`config.mk`:
```
export PLATFORM = sky130hd
export DESIGN_NAME = stack_ctrl
export DESIGN_NICKNAME = d
export VERILOG_FILES = /design/src/rtl/sephirot_stack_pkg.sv /design/src/rtl/stack_wr_arb.sv /design/src/rtl/stack_ctrl.sv
export SDC_FILE = /design/constraint.sdc
export NUM_CORES = 1
export LEC_CHECK = 0
export ABC_AREA = 1
export CAP_MARGIN = 0
export CELL_PAD_IN_SITES_DETAIL_PLACEMENT = 1
export CELL_PAD_IN_SITES_GLOBAL_PLACEMENT = 1
export CORE_AREA = 3 3 357 359
export DETAILED_ROUTE_END_ITERATION = 7
export DIE_AREA = 0 0 360 362
export GPL_ROUTABILITY_DRIVEN = 1
export PLACE_DENSITY = 0.41
export SYNTH_ARGS = -nofsm -noshare
export SYNTH_HDL_FRONTEND = slang
export SYNTH_HIERARCHICAL = 1
export SYNTH_SLANG_ARGS = --single-unit
```
`constraint.sdc`:
```
create_clock -name clk -period 15.5 [get_ports clk]
set_input_delay 3.1 -clock clk [delete_from_list [all_inputs] [get_ports clk]]
set_output_delay 3.1 -clock clk [all_outputs]
set_load 0.1 [all_outputs]
```
`src/rtl/sephirot_stack_pkg.sv`:
```
// Shared lane count, FSM encoding and counter helpers for the Sephirot stack controller.
package sephirot_stack_pkg;

  localparam int NUM_LANES = 4;
  localparam int STK_AW    = 64;

  typedef enum logic [1:0] {
    IDLE  = 2'd0,
    CLEAR = 2'd1,
    RUN   = 2'd2
  } stk_state_e;

  function automatic logic [2:0] popcount4(input logic [3:0] v);
    popcount4 = {2'b00, v[0]} + {2'b00, v[1]} + {2'b00, v[2]} + {2'b00, v[3]};
  endfunction

  // Statistics counters stick at all-ones instead of wrapping.
  function automatic logic [31:0] sat_add32(input logic [31:0] acc, input logic [2:0] inc);
    logic [32:0] sum;
    sum       = {1'b0, acc} + {30'd0, inc};
    sat_add32 = sum[32] ? 32'hFFFF_FFFF : sum[31:0];
  endfunction

endpackage

```
`src/rtl/stack_wr_arb.sv`:
```
// Per-cycle lane write arbitration: bounds check, same-address conflict resolution
// (the later VLIW slot wins) and the resulting survivor mask. Purely combinational.
module stack_wr_arb
  import sephirot_stack_pkg::*;
#(
  parameter int MAX_ENTRIES = 64,
  parameter int LANE_AW     = 16
) (
  input  logic [NUM_LANES-1:0]         req_i,
  input  logic [NUM_LANES*LANE_AW-1:0] addr_i,
  output logic [NUM_LANES-1:0]         oob_o,
  output logic [NUM_LANES-1:0]         conflict_o,
  output logic [NUM_LANES-1:0]         survive_o
);

  logic [NUM_LANES-1:0] inb_s;

  always_comb begin
    oob_o      = '0;
    inb_s      = '0;
    conflict_o = '0;
    for (int i = 0; i < NUM_LANES; i++) begin
      if (req_i[i]) begin
        if (32'(addr_i[i*LANE_AW +: LANE_AW]) >= 32'(MAX_ENTRIES)) begin
          oob_o[i] = 1'b1;
        end else begin
          inb_s[i] = 1'b1;
        end
      end else begin
        oob_o[i] = 1'b0;
      end
    end
    // Out-of-bounds lanes never take part in conflicts.
    for (int i = 0; i < NUM_LANES - 1; i++) begin
      for (int j = i + 1; j < NUM_LANES; j++) begin
        if (inb_s[i] && inb_s[j] &&
            (addr_i[i*LANE_AW +: LANE_AW] == addr_i[j*LANE_AW +: LANE_AW])) begin
          conflict_o[i] = 1'b1;
        end else begin
          conflict_o[i] = conflict_o[i];
        end
      end
    end
    survive_o = inb_s & ~conflict_o;
  end

endmodule

```
`src/rtl/stack_ctrl.sv`:
```
// Stack write-port sequencer: zero-fills the stack on every packet start, then registers
// arbitrated lane writes. Define STACK_CTRL_STATS_EN to build the conflict/OOB counters.
module stack_ctrl
  import sephirot_stack_pkg::*;
#(
  parameter int VALUE_SIZE  = 64,
  parameter int MAX_ENTRIES = 64,
  parameter int LANE_AW     = 16
) (
  input  logic                            clk,
  input  logic                            reset,
  input  logic                            pkt_start,
  output logic                            stall,
  output logic                            clear_done,
  input  logic [NUM_LANES-1:0]            lane_wr_en,
  input  logic [NUM_LANES*LANE_AW-1:0]    lane_wr_addr,
  input  logic [NUM_LANES*VALUE_SIZE-1:0] lane_wr_data,
  output logic [NUM_LANES-1:0]            stk_wr_en,
  output logic [NUM_LANES*STK_AW-1:0]     stk_wr_addr,
  output logic [NUM_LANES*VALUE_SIZE-1:0] stk_wr_data,
  output logic                            oob_fault,
  output logic                            wr_conflict,
  output logic [31:0]                     conflict_cnt,
  output logic [31:0]                     oob_cnt
);

  localparam int            PW       = $clog2(MAX_ENTRIES);
  localparam logic [PW-1:0] LAST_PTR = PW'(MAX_ENTRIES - 4);
  localparam logic [PW-1:0] PTR_STEP = PW'(NUM_LANES);

  stk_state_e                      state_q, state_d;
  logic [PW-1:0]                   clr_ptr_q, clr_ptr_d;
  logic                            clear_done_q, clear_done_d;
  logic [NUM_LANES-1:0]            stk_en_q, stk_en_d;
  logic [NUM_LANES*STK_AW-1:0]     stk_addr_q, stk_addr_d;
  logic [NUM_LANES*VALUE_SIZE-1:0] stk_data_q, stk_data_d;
  logic                            oob_fault_q, oob_fault_d;
  logic                            wr_conflict_q, wr_conflict_d;
  logic [NUM_LANES-1:0]            arb_oob_s, arb_conflict_s, arb_survive_s;
  logic                            run_s;

  stack_wr_arb #(
    .MAX_ENTRIES(MAX_ENTRIES),
    .LANE_AW    (LANE_AW)
  ) u_arb (
    .req_i     (lane_wr_en),
    .addr_i    (lane_wr_addr),
    .oob_o     (arb_oob_s),
    .conflict_o(arb_conflict_s),
    .survive_o (arb_survive_s)
  );

  assign run_s = (state_q == RUN);

  // FSM state and clear pointer
  always_ff @(posedge clk or posedge reset) begin
    if (reset) begin
      state_q   <= IDLE;
      clr_ptr_q <= '0;
    end else begin
      state_q   <= state_d;
      clr_ptr_q <= clr_ptr_d;
    end
  end

  // A pkt_start always restarts the clear, even on its final beat.
  always_comb begin
    state_d      = state_q;
    clr_ptr_d    = clr_ptr_q;
    clear_done_d = 1'b0;
    case (state_q)
      IDLE: begin
        if (pkt_start) begin
          state_d   = CLEAR;
          clr_ptr_d = '0;
        end else begin
          state_d = IDLE;
        end
      end
      CLEAR: begin
        if (pkt_start) begin
          clr_ptr_d = '0;
        end else if (clr_ptr_q == LAST_PTR) begin
          state_d      = RUN;
          clr_ptr_d    = '0;
          clear_done_d = 1'b1;
        end else begin
          clr_ptr_d = clr_ptr_q + PTR_STEP;
        end
      end
      RUN: begin
        if (pkt_start) begin
          state_d   = CLEAR;
          clr_ptr_d = '0;
        end else begin
          state_d = RUN;
        end
      end
      default: begin
        state_d   = IDLE;
        clr_ptr_d = '0;
      end
    endcase
  end

  always_comb begin
    stall      = (state_q != RUN);
    stk_en_d   = '0;
    stk_addr_d = '0;
    stk_data_d = '0;
    case (state_q)
      CLEAR: begin
        for (int i = 0; i < NUM_LANES; i++) begin
          stk_en_d[i]                    = 1'b1;
          stk_addr_d[i*STK_AW +: STK_AW] = STK_AW'(clr_ptr_q + PW'(i));
        end
      end
      RUN: begin
        for (int i = 0; i < NUM_LANES; i++) begin
          if (arb_survive_s[i]) begin
            stk_en_d[i]                            = 1'b1;
            stk_addr_d[i*STK_AW +: STK_AW]         = STK_AW'(lane_wr_addr[i*LANE_AW +: LANE_AW]);
            stk_data_d[i*VALUE_SIZE +: VALUE_SIZE] = lane_wr_data[i*VALUE_SIZE +: VALUE_SIZE];
          end else begin
            stk_en_d[i] = 1'b0;
          end
        end
      end
      default: begin
        stk_en_d = '0;
      end
    endcase
    oob_fault_d   = pkt_start ? 1'b0 : (oob_fault_q | (run_s & (|arb_oob_s)));
    wr_conflict_d = run_s & (|arb_conflict_s);
  end

  always_ff @(posedge clk or posedge reset) begin
    if (reset) begin
      clear_done_q  <= 1'b0;
      stk_en_q      <= '0;
      stk_addr_q    <= '0;
      stk_data_q    <= '0;
      oob_fault_q   <= 1'b0;
      wr_conflict_q <= 1'b0;
    end else begin
      clear_done_q  <= clear_done_d;
      stk_en_q      <= stk_en_d;
      stk_addr_q    <= stk_addr_d;
      stk_data_q    <= stk_data_d;
      oob_fault_q   <= oob_fault_d;
      wr_conflict_q <= wr_conflict_d;
    end
  end

  assign clear_done  = clear_done_q;
  assign stk_wr_en   = stk_en_q;
  assign stk_wr_addr = stk_addr_q;
  assign stk_wr_data = stk_data_q;
  assign oob_fault   = oob_fault_q;
  assign wr_conflict = wr_conflict_q;

`ifdef STACK_CTRL_STATS_EN
  logic [31:0] conflict_cnt_q, oob_cnt_q;

  always_ff @(posedge clk or posedge reset) begin
    if (reset) begin
      conflict_cnt_q <= 32'd0;
      oob_cnt_q      <= 32'd0;
    end else if (pkt_start) begin
      conflict_cnt_q <= 32'd0;
      oob_cnt_q      <= 32'd0;
    end else if (run_s) begin
      conflict_cnt_q <= sat_add32(conflict_cnt_q, popcount4(arb_conflict_s));
      oob_cnt_q      <= sat_add32(oob_cnt_q, popcount4(arb_oob_s));
    end
  end

  assign conflict_cnt = conflict_cnt_q;
  assign oob_cnt      = oob_cnt_q;
`else
  assign conflict_cnt = 32'd0;
  assign oob_cnt      = 32'd0;
`endif

endmodule

```
==> metrics, run 1 <==
internal power=0.00168 W; clk_lat worst skew=0.62 ns; critical path's top delay family=buffers and inverters; number of global-route vias before repair=13199; Post-Synthesis Cell Area=0.0150 mm²; PortBufs=654; Max Clk Rate=170 MHz; Mapped Cells=1703; # nets final=2717; drt pass-1 iters=4; routability cong.=0.737; Die Ht=362 µm; Crit path top cell by count=buf_4; Seq/Total Area, Yosys=55.7%; # rows=129; DIE AREA=0.130 mm²; period utilization=38.0%; # IOs=911; vias per std cell=2.98; global route overflow=0; startpoint types=primary input; cells along the critical path=clkdlybuf4s50_1 > inv_8 > buf_12 > buf_4 > buf_4; final setup vio count=0; Post-DRT Antenna Nets=0; postcts setup bufs=0; Initial Utilization=12.1%; DR DRC count=0; Finished Layout Cells=4067; status=complete, no violations; hold_buf cts=0; part of the power in registers=33.6%; Yosys top cell by area=dfrtp_1; #FFs+latches synth=333; Comb pwr share=23.3%; setup TNS=0 ns; Slew Viols, Final=0; Arr. time, crit path=6.56 ns; Yosys top cell area share=55.7%; wire length per cell=18.0 µm; initial drt markers=506; clk_skew=0.0211 ns; Ys Warns=6; CTS Sinks=333; post-CTS sizing=0; largest cells by area after synthesis=dfrtp_1, buf_4, nor2_1, inv_1, nand2_1; total clock buffers created by CTS=48; slowest cell on the critical path=buf_4; pin count of the biggest net entering global routing=145; initial antenna violation count=18; Area growth syn-to-layout=61.4%; placeable core region=0.124 mm²; Clk network pwr share=43.1%; Hold WC Path Type=reg2reg; via count=12127; Final Hold Viols=0; Clock Pin Slew Worst Setup and Hold Paths=0.06 ns; clk buf depth=3; critical path class=in2async; Worst-Margin Slew=1.15 ns; Avg Cell Area, Syn=8.79 µm²; Synth cell types=25; Buf/Inv on CP=5; layout cell share with drive strength beyond 1=5.69%; Design Area, Final=0.0242 mm²; max cap viols=0; gr usage total=11.0%; min Tclk post-route=5.89 ns; Inst Count DP=3972; Data required, critical path=16.18 ns; first-pass GRT wire length=102000 µm; RSZ-0062 raised after global routing=no; Worst VDD drop=0.0696 mV; crit path capture type=asynchronous set/reset pin; max incr delay on CP=0.76 ns; clk root buf=clkbuf_16; WL final=73400 µm; NetSw=0.000978 W; CTS tree=yes; dpl hpwl=57700 µm; DP Area=0.0225 mm²; H-Tree Depth=2; Rel. slew slack=23.2%; Die Wd=360 µm; CP max FO=144; Leak=12.4 nW; switch share=36.8%; pwr dens=110 mW/mm²
power groups by stage:
stage	logic [W]	registers [W]	clock network, W
6_report	0.000618	0.000892	0.00115
5_1_grt	0.000658	0.000894	0.00125
4_1_cts	0.000631	0.000892	0.00122
3_5_place_dp	0.000629	0.000908	0
3_3_place_gp	0.000629	0.000908	0
2_1_floorplan	0.000421	0.000979	0
per-stage QoR:
stage               power [W]  worst slack, ns  util [%]  hold slack [ns]
floorplan             0.00140             3.18         -            0.519
detailed placement    0.00154             8.86      18.1            0.490
finish                0.00266             9.61      19.5            0.510
global route          0.00280             9.16      19.5            0.557
global placement      0.00154             8.81      18.1            0.483
CTS                   0.00274             9.54      19.5            0.529
flip-flops by register name, indices dropped and copies added, names as in the netlist:
name	cells
stk_wr_data	256
stk_wr_addr	64
clr_ptr_q	4
stk_wr_en	4
state_q	2
clear_done	1
oob_fault	1
wr_conflict	1
kinds of logic after synthesis:
family	share of synthesized area [%]
buf+inv	23.8
simple gates	15.9
flops	55.7
xor+xnor	3.10
compound gates	0.978
fa+ha+maj	0.418
other cells	0.0502
layout by cell type, fill, tap and decap left out, drive strengths merged:
master         count
nor2             384
xor2              20
a21oi              5
o21ai             22
clkbuf            71
nand3             26
or2                1
clkinv            10
o21a               1
nand2            175
dfrtp            333
nand4             10
clkinvlp           2
diode              6
xnor2             33
clkdlybuf4s50    641
ha                 5
conb             257
bufinv             2
nand3b             1
inv              400
buf               23
nor3               2
synth_stat cells:
| cell type | count |
|---|---|
| dfrtp_1 | 333 |
| xor2_1 | 20 |
| nor3_2 | 1 |
| nor3_1 | 1 |
| xnor2_1 | 33 |
| conb_1 | 2 |
| o21ai_0 | 22 |
| a21oi_2 | 1 |
| inv_1 | 379 |
| nand3_1 | 18 |
| nor2_2 | 3 |
| nand3b_1 | 1 |
| nand3_2 | 8 |
| or2_2 | 1 |
| ha_1 | 5 |
| a21oi_1 | 4 |
| inv_2 | 17 |
| buf_4 | 258 |
| buf_2 | 29 |
| nand2_2 | 4 |
| nor2_4 | 1 |
| nor2_1 | 380 |
| nand2_1 | 171 |
| nand4_1 | 10 |
| o21a_1 | 1 |
metal layers:
| metal | vias to the layer above | wire length [µm] | share of wire, % | GRT usage (%) |
|---|---|---|---|---|
| li1 | 5681 | - | - | - |
| met1 | 5812 | 27800 | 38 | 12.1 |
| met2 | 522 | 36900 | 50 | 19.5 |
| met3 | 96 | 7000 | 9.5 | 4.56 |
| met4 | 16 | 1560 | 2.1 | 2.55 |
| met5 | - | 101 | 0.14 | 0 |
worst min-delay path, stage by stage, from the launching register on:
cell,delay [ns]
dfrtp_1,0.34
a21oi_1,0.04
nor2_1,0.08
worst paths after layout:
path	from	end	slack, ns	cells after the start
worst min-delay path	oob_fault	oob_fault	0.51	2
worst max register to register	state_q[0]	stk_wr_addr[64]	13.06	4
worst max-delay path	reset	stk_wr_data[230]	9.61	5
worst min register to register	oob_fault	oob_fault	0.51	2
min in group asynchronous	reset	stk_wr_data[44]	2.96	2
max in group clk	lane_wr_addr[23]	stk_wr_addr[64]	9.94	8
layout make-up:
| class | count | area, µm² |
|---|---|---|
| inverters | 396 | 1490 |
| fillers | 14655 | 100000 |
| flip-flops and latches | 333 | 8330 |
| multi-input cells | 942 | 4020 |
| clock buffers | 71 | 1410 |
| repair buffers | 664 | 6600 |
| diodes | 6 | 15.0 |
| well taps | 1637 | 2050 |
| clock inverters | 18 | 239 |
Note: power is estimated with default switching activity, not from simulation.
==> run 2, diff against run 1 <==
==> constraint.sdc (replaced) <==
create_clock -name clk -period 5.6 [get_ports clk]
set_input_delay 1.12 -clock clk [delete_from_list [all_inputs] [get_ports clk]]
set_output_delay 1.12 -clock clk [all_outputs]
set_load 0.1 [all_outputs]
==> run 2 against run 1 <==
Non-clock buffer count grew 10. Cell count barely moved. Clock power grew to 2.6 times the previous value. Critical path type is now in2reg. Worst setup slack lost 7.5 ns. Critical endpoint is now stk_wr_data[114]. Utilization barely moved. Sequential share of layout area about the same. Total power grew to 2.7 times the previous value.
==> metrics, run 2 (synthesized netlist as in run 1, its figures left out) <==
wire length per cell=18.0 µm; Area growth syn-to-layout=61.5%; period utilization=62.0%; post-CTS sizing=0; fillers=14635; Die Ht=362 µm; Rel. slew slack=20.8%; FF/Latch Area=0.00833 mm²; via count=11935; clk_lat worst skew=0.62 ns; H-Tree Depth=2; max cap viols=0; dpl hpwl=58100 µm; # rows=129; setup TNS=0 ns; drt pass-1 iters=4; clk_skew=0.0213 ns; Leak=12.4 nW; Clock Pin Slew Worst Setup and Hold Paths=0.06 ns; hold_buf cts=0; Post-DRT Antenna Nets=0; Inst Count DP=3982; Arr. time, crit path=4.00 ns; status=complete, no violations; placeable core region=0.124 mm²; number of global-route vias before repair=12687; DIE AREA=0.130 mm²; critical path class=in2reg; Initial Utilization=12.1%; final setup vio count=0; reg-to-reg slack, setup=2.96 ns; Worst VDD drop=0.176 mV; CTS Sinks=333; clk root buf=clkbuf_16; cells along the critical path=clkdlybuf4s50_1 > nor2_1 > nand3_1 > nor3_1 > inv_1 > nor2_1 > nand2_2 > buf_4 > nor2_1; WL final=73000 µm; DR DRC count=0; first-pass GRT wire length=99500 µm; multi-input logic area=0.00403 mm²; Max Clk Rate=288 MHz; Crit path top cell by count=nor2_1; gr usage total=10.8%; initial antenna violation count=14; CP max FO=28; startpoint types=primary input; min Tclk post-route=3.47 ns; global route overflow=0; crit path capture type=flop; routability cong.=0.752; Finished Layout Cells=4065; initial drt markers=384; max reg flops=256; # nets final=2725; Hold WC Path Type=reg2reg; postcts setup bufs=0; RSZ-0062 raised after global routing=no; Data required, critical path=6.13 ns; max incr delay on CP=0.61 ns; most frequent cells in the layout=clkdlybuf4s50_1, nor2_1, inv_1; Final Hold Viols=0; layout cell share with drive strength beyond 1=5.52%; Die Wd=360 µm; pin count of the biggest net entering global routing=142; # IOs=911; Slew Viols, Final=0; PortBufs=654; vias per std cell=2.94; slowest cell on the critical path=clkdlybuf4s50_1; CTS tree=yes; total clock buffers created by CTS=46; clk buf depth=3; Worst-Margin Slew=1.18 ns; most common cell after layout, fill and taps aside=clkdlybuf4s50_1; pwr dens=298 mW/mm²
run 2: cell count changes in the layout (fill, tap and decap cells not counted), moves of 3 or more:
cell / previous run / this run
inv_6: 4 / 1
buf_12: 1 / 6
diode_2: 6 / 2
clkdlybuf4s50_1: 641 / 646
clkbuf_8: 12 / 9
run 2: area by class of cell:
type	count	share of cell area, %
clock inverters	13	0.782
flip-flops and latches	333	34.5
well taps	1637	8.47
multi-input cells	942	16.7
repair buffers	674	27.9
diodes	2	0.0207
clock buffers	68	5.48
inverters	396	6.17
run 2: per-stage QoR:
stage	area, µm²	hold WS (ns)	utilization (%)	setup slack [ns]	power, W
floorplan	15900	0.519	-	0.0314	0.00388
global placement	22700	0.485	18.2	1.18	0.00427
detailed placement	22700	0.503	18.2	1.14	0.00427
CTS	24200	0.519	19.5	1.84	0.00742
global route	24200	0.589	19.5	1.71	0.00758
finish	24200	0.507	19.5	2.13	0.00719
run 2: path summary, 6_finish.rpt:
check	start	to	cells after the start
hold reg to reg	oob_fault	oob_fault	2
hold / removal	oob_fault	oob_fault	2
min in group asynchronous	reset	stk_wr_data[173]	3
setup reg to reg	state_q[0]	stk_wr_data[240]	6
max in group asynchronous	reset	stk_wr_addr[71]	4
setup / recovery	lane_wr_addr[22]	stk_wr_data[114]	9
run 2: report_power, final:
| group | switching, W | internal [W] |
|---|---|---|
| sequential | 0.0000285 | 0.00244 |
| combinational | 0.00137 | 0.000346 |
| clock | 0.00123 | 0.00178 |
| total | 0.00263 | 0.00457 |
run 2: critical path, delay by kind of cell:
| kind | cells | cell delay, ns |
|---|---|---|
| AND/OR/NAND/NOR | 6 | 1.71 |
| buffers and inverters | 3 | 1.13 |
run 2: layer usage:
layer  share of wire (%)  vias up  global-route usage [%]
met5                0.16        -                       0
met4                 2.1       20                    2.77
met3                 9.0       89                    4.29
met2                  51      504                    19.4
met1                  37     5640                    11.7
li1                    -     5682                       -
==> run 3, diff against run 2 <==
--- a/config.mk
+++ b/config.mk
@@ -9,11 +9,11 @@
 export CAP_MARGIN = 0
 export CELL_PAD_IN_SITES_DETAIL_PLACEMENT = 1
 export CELL_PAD_IN_SITES_GLOBAL_PLACEMENT = 1
-export CORE_AREA = 3 3 357 359
+export CORE_AREA = 3 3 350 352
 export DETAILED_ROUTE_END_ITERATION = 7
-export DIE_AREA = 0 0 360 362
+export DIE_AREA = 0 0 353 355
 export GPL_ROUTABILITY_DRIVEN = 1
-export PLACE_DENSITY = 0.41
+export PLACE_DENSITY = 0.44
 export SYNTH_ARGS = -nofsm -noshare
 export SYNTH_HDL_FRONTEND = slang
 export SYNTH_HIERARCHICAL = 1
==> constraint.sdc (replaced) <==
create_clock -name clk -period 2.8 [get_ports clk]
set_input_delay 0.56 -clock clk [delete_from_list [all_inputs] [get_ports clk]]
set_output_delay 0.56 -clock clk [all_outputs]
set_load 0.1 [all_outputs]
==> run 3 against run 2 <==
Count of clock-buffer cells in the layout is 9 lower. Die area down 3.8%. Sequential power rose by 100%. Global-route usage about the same. First-iteration DRC count fell by 3.6%. Non-clock buffer count rose by 138. Critical path depth is 5 lower. Critical path type is now reg2out.
==> metrics, run 3 (synthesized netlist as in run 1, its figures left out) <==
Rel. slew slack=66.4%; Max Clk Rate=383 MHz; routability cong.=0.753; initial drt markers=370; Area growth syn-to-layout=65.1%; max cap viols=0; reg-to-reg slack, setup=0.72 ns; PortBufs=654; via count=12527; Arr. time, crit path=2.05 ns; number of global-route vias before repair=13508; most common cell after layout, fill and taps aside=buf_4; global routing's busiest layer=met2; Die Ht=355 µm; placeable core region=0.120 mm²; CP startpoint=state_q[0]; Final Hold Viols=0; postcts setup bufs=0; global route overflow=0; most frequent cells in the layout=buf_4, nor2_1, inv_1; Worst R2R End=stk_wr_addr[0]; DIE AREA=0.125 mm²; # nets final=2862; H-Tree Depth=2; met1 Track Usage GR=12.3%; Clock Pin Slew Worst Setup and Hold Paths=0.06 ns; Data required, critical path=2.24 ns; Worst-Margin Slew=0.505 ns; clk_lat worst skew=0.60 ns; min Tclk post-route=2.61 ns; worst hold margin=0.270 ns; Buf/Inv on CP=3; clk root buf=clkbuf_16; Leak=13.9 nW; crit path to=stall; WP depth=4; Die Wd=353 µm; CTS Sinks=333; critical path's top delay family=buffers and inverters; wire length per cell=16.8 µm; Slew Viols, Final=0; final setup vio count=0; drt pass-1 iters=4; layout cell share with drive strength beyond 1=23.3%; hold_buf cts=0; met3 global-route usage=3.71%; initial antenna violation count=12; setup TNS=0 ns; clk buf depth=3; Initial Utilization=12.5%; Worst R2R Start=state_q[0]; Crit path top cell by count=inv_1; period utilization=93.3%; Reg2Reg Depth=6; clk_skew=0.0159 ns; gr usage total=10.8%; # IOs=911; Post-DRT Antenna Nets=0; CTS tree=yes; fillers=14182; Worst VDD drop=0.350 mV; DR DRC count=0; slowest cell on the critical path=ha_1; pwr dens=597 mW/mm²; Hold WC Path Type=in2async; dpl hpwl=57800 µm; pin count of the biggest net entering global routing=74; vias per std cell=3.00; # rows=127; startpoint types=flop; max reg flops=256; cells along the critical path=inv_1 > ha_1 > inv_1 > buf_12; CP max FO=8; critical path class=reg2out; crit path capture type=primary output; grt met2 use=19.3%; first-pass GRT wire length=98100 µm; post-CTS sizing=0; status=complete, no violations; max incr delay on CP=0.46 ns; total clock buffers created by CTS=45; WL final=70200 µm; RSZ-0062 raised after global routing=no
run 3: report_power, final:
group / leakage (nW) / switching (W) / internal (W)
logic: 8.45 / 0.00274 / 0.000794
registers: 4.65 / 0.0000588 / 0.00489
clock network: 0.774 / 0.00243 / 0.00385
total: 13.9 / 0.00522 / 0.00953
run 3: through the flow:
step	setup WS (ns)	util, %	std cells	total power, W	cell area [µm²]
3_5_place_dp	-0.548	19.3	4095	0.00860	23100
4_1_cts	0.0520	20.6	4174	0.0151	24700
2_1_floorplan	-2.21	-	1958	0.00775	15900
6_report	0.188	20.7	4177	0.0148	24700
5_1_grt	0.00653	20.6	4176	0.0155	24700
3_3_place_gp	-0.571	19.3	4095	0.00861	23100
run 3: cell type report:
type | count | area, µm² | share of cell area (%)
Clock buffer | 59 | 1270 | 5.14
Inverter | 396 | 1490 | 6.03
Timing Repair Buffer | 812 | 7250 | 29.3
Clock inverter | 20 | 319 | 1.29
Multi-Input combinational cell | 942 | 4020 | 16.3
Antenna cell | 3 | 7.51 | 0.0304
Sequential cell | 333 | 8330 | 33.7
Tap cell | 1612 | 2020 | 8.16
run 3: worst reg2reg max path, cell delays in order, from the launching register on:
cell and delay, ns:
dfrtp_1 0.45, inv_1 0.15, ha_1 0.46, nand3_1 0.29
buf_12 0.22, buf_12 0.12, nor2_1 0.26
run 3: per-layer routing:
| layer | up-vias | share of wire [%] |
|---|---|---|
| li1 | 5954 | - |
| met1 | 5989 | 39 |
| met2 | 497 | 51 |
| met3 | 77 | 8.2 |
| met4 | 10 | 1.7 |
| met5 | - | 0.098 |
run 3: worst min-delay path by stage:
| stage | startpoint | endpoint | slack, ns | depth (start not counted) |
|---|---|---|---|---|
| 3_5_place_dp | oob_fault | oob_fault | 0.55 | 2 |
| 6_report | reset | stk_wr_data[64] | 0.27 | 2 |
| 4_1_cts | reset | stk_wr_data[64] | 0.21 | 2 |
| 3_3_place_gp | oob_fault | oob_fault | 0.55 | 2 |
| 2_1_floorplan | state_q[1] | state_q[1] | 0.52 | 2 |
| 5_1_grt | reset | stk_wr_data[64] | 0.24 | 2 |
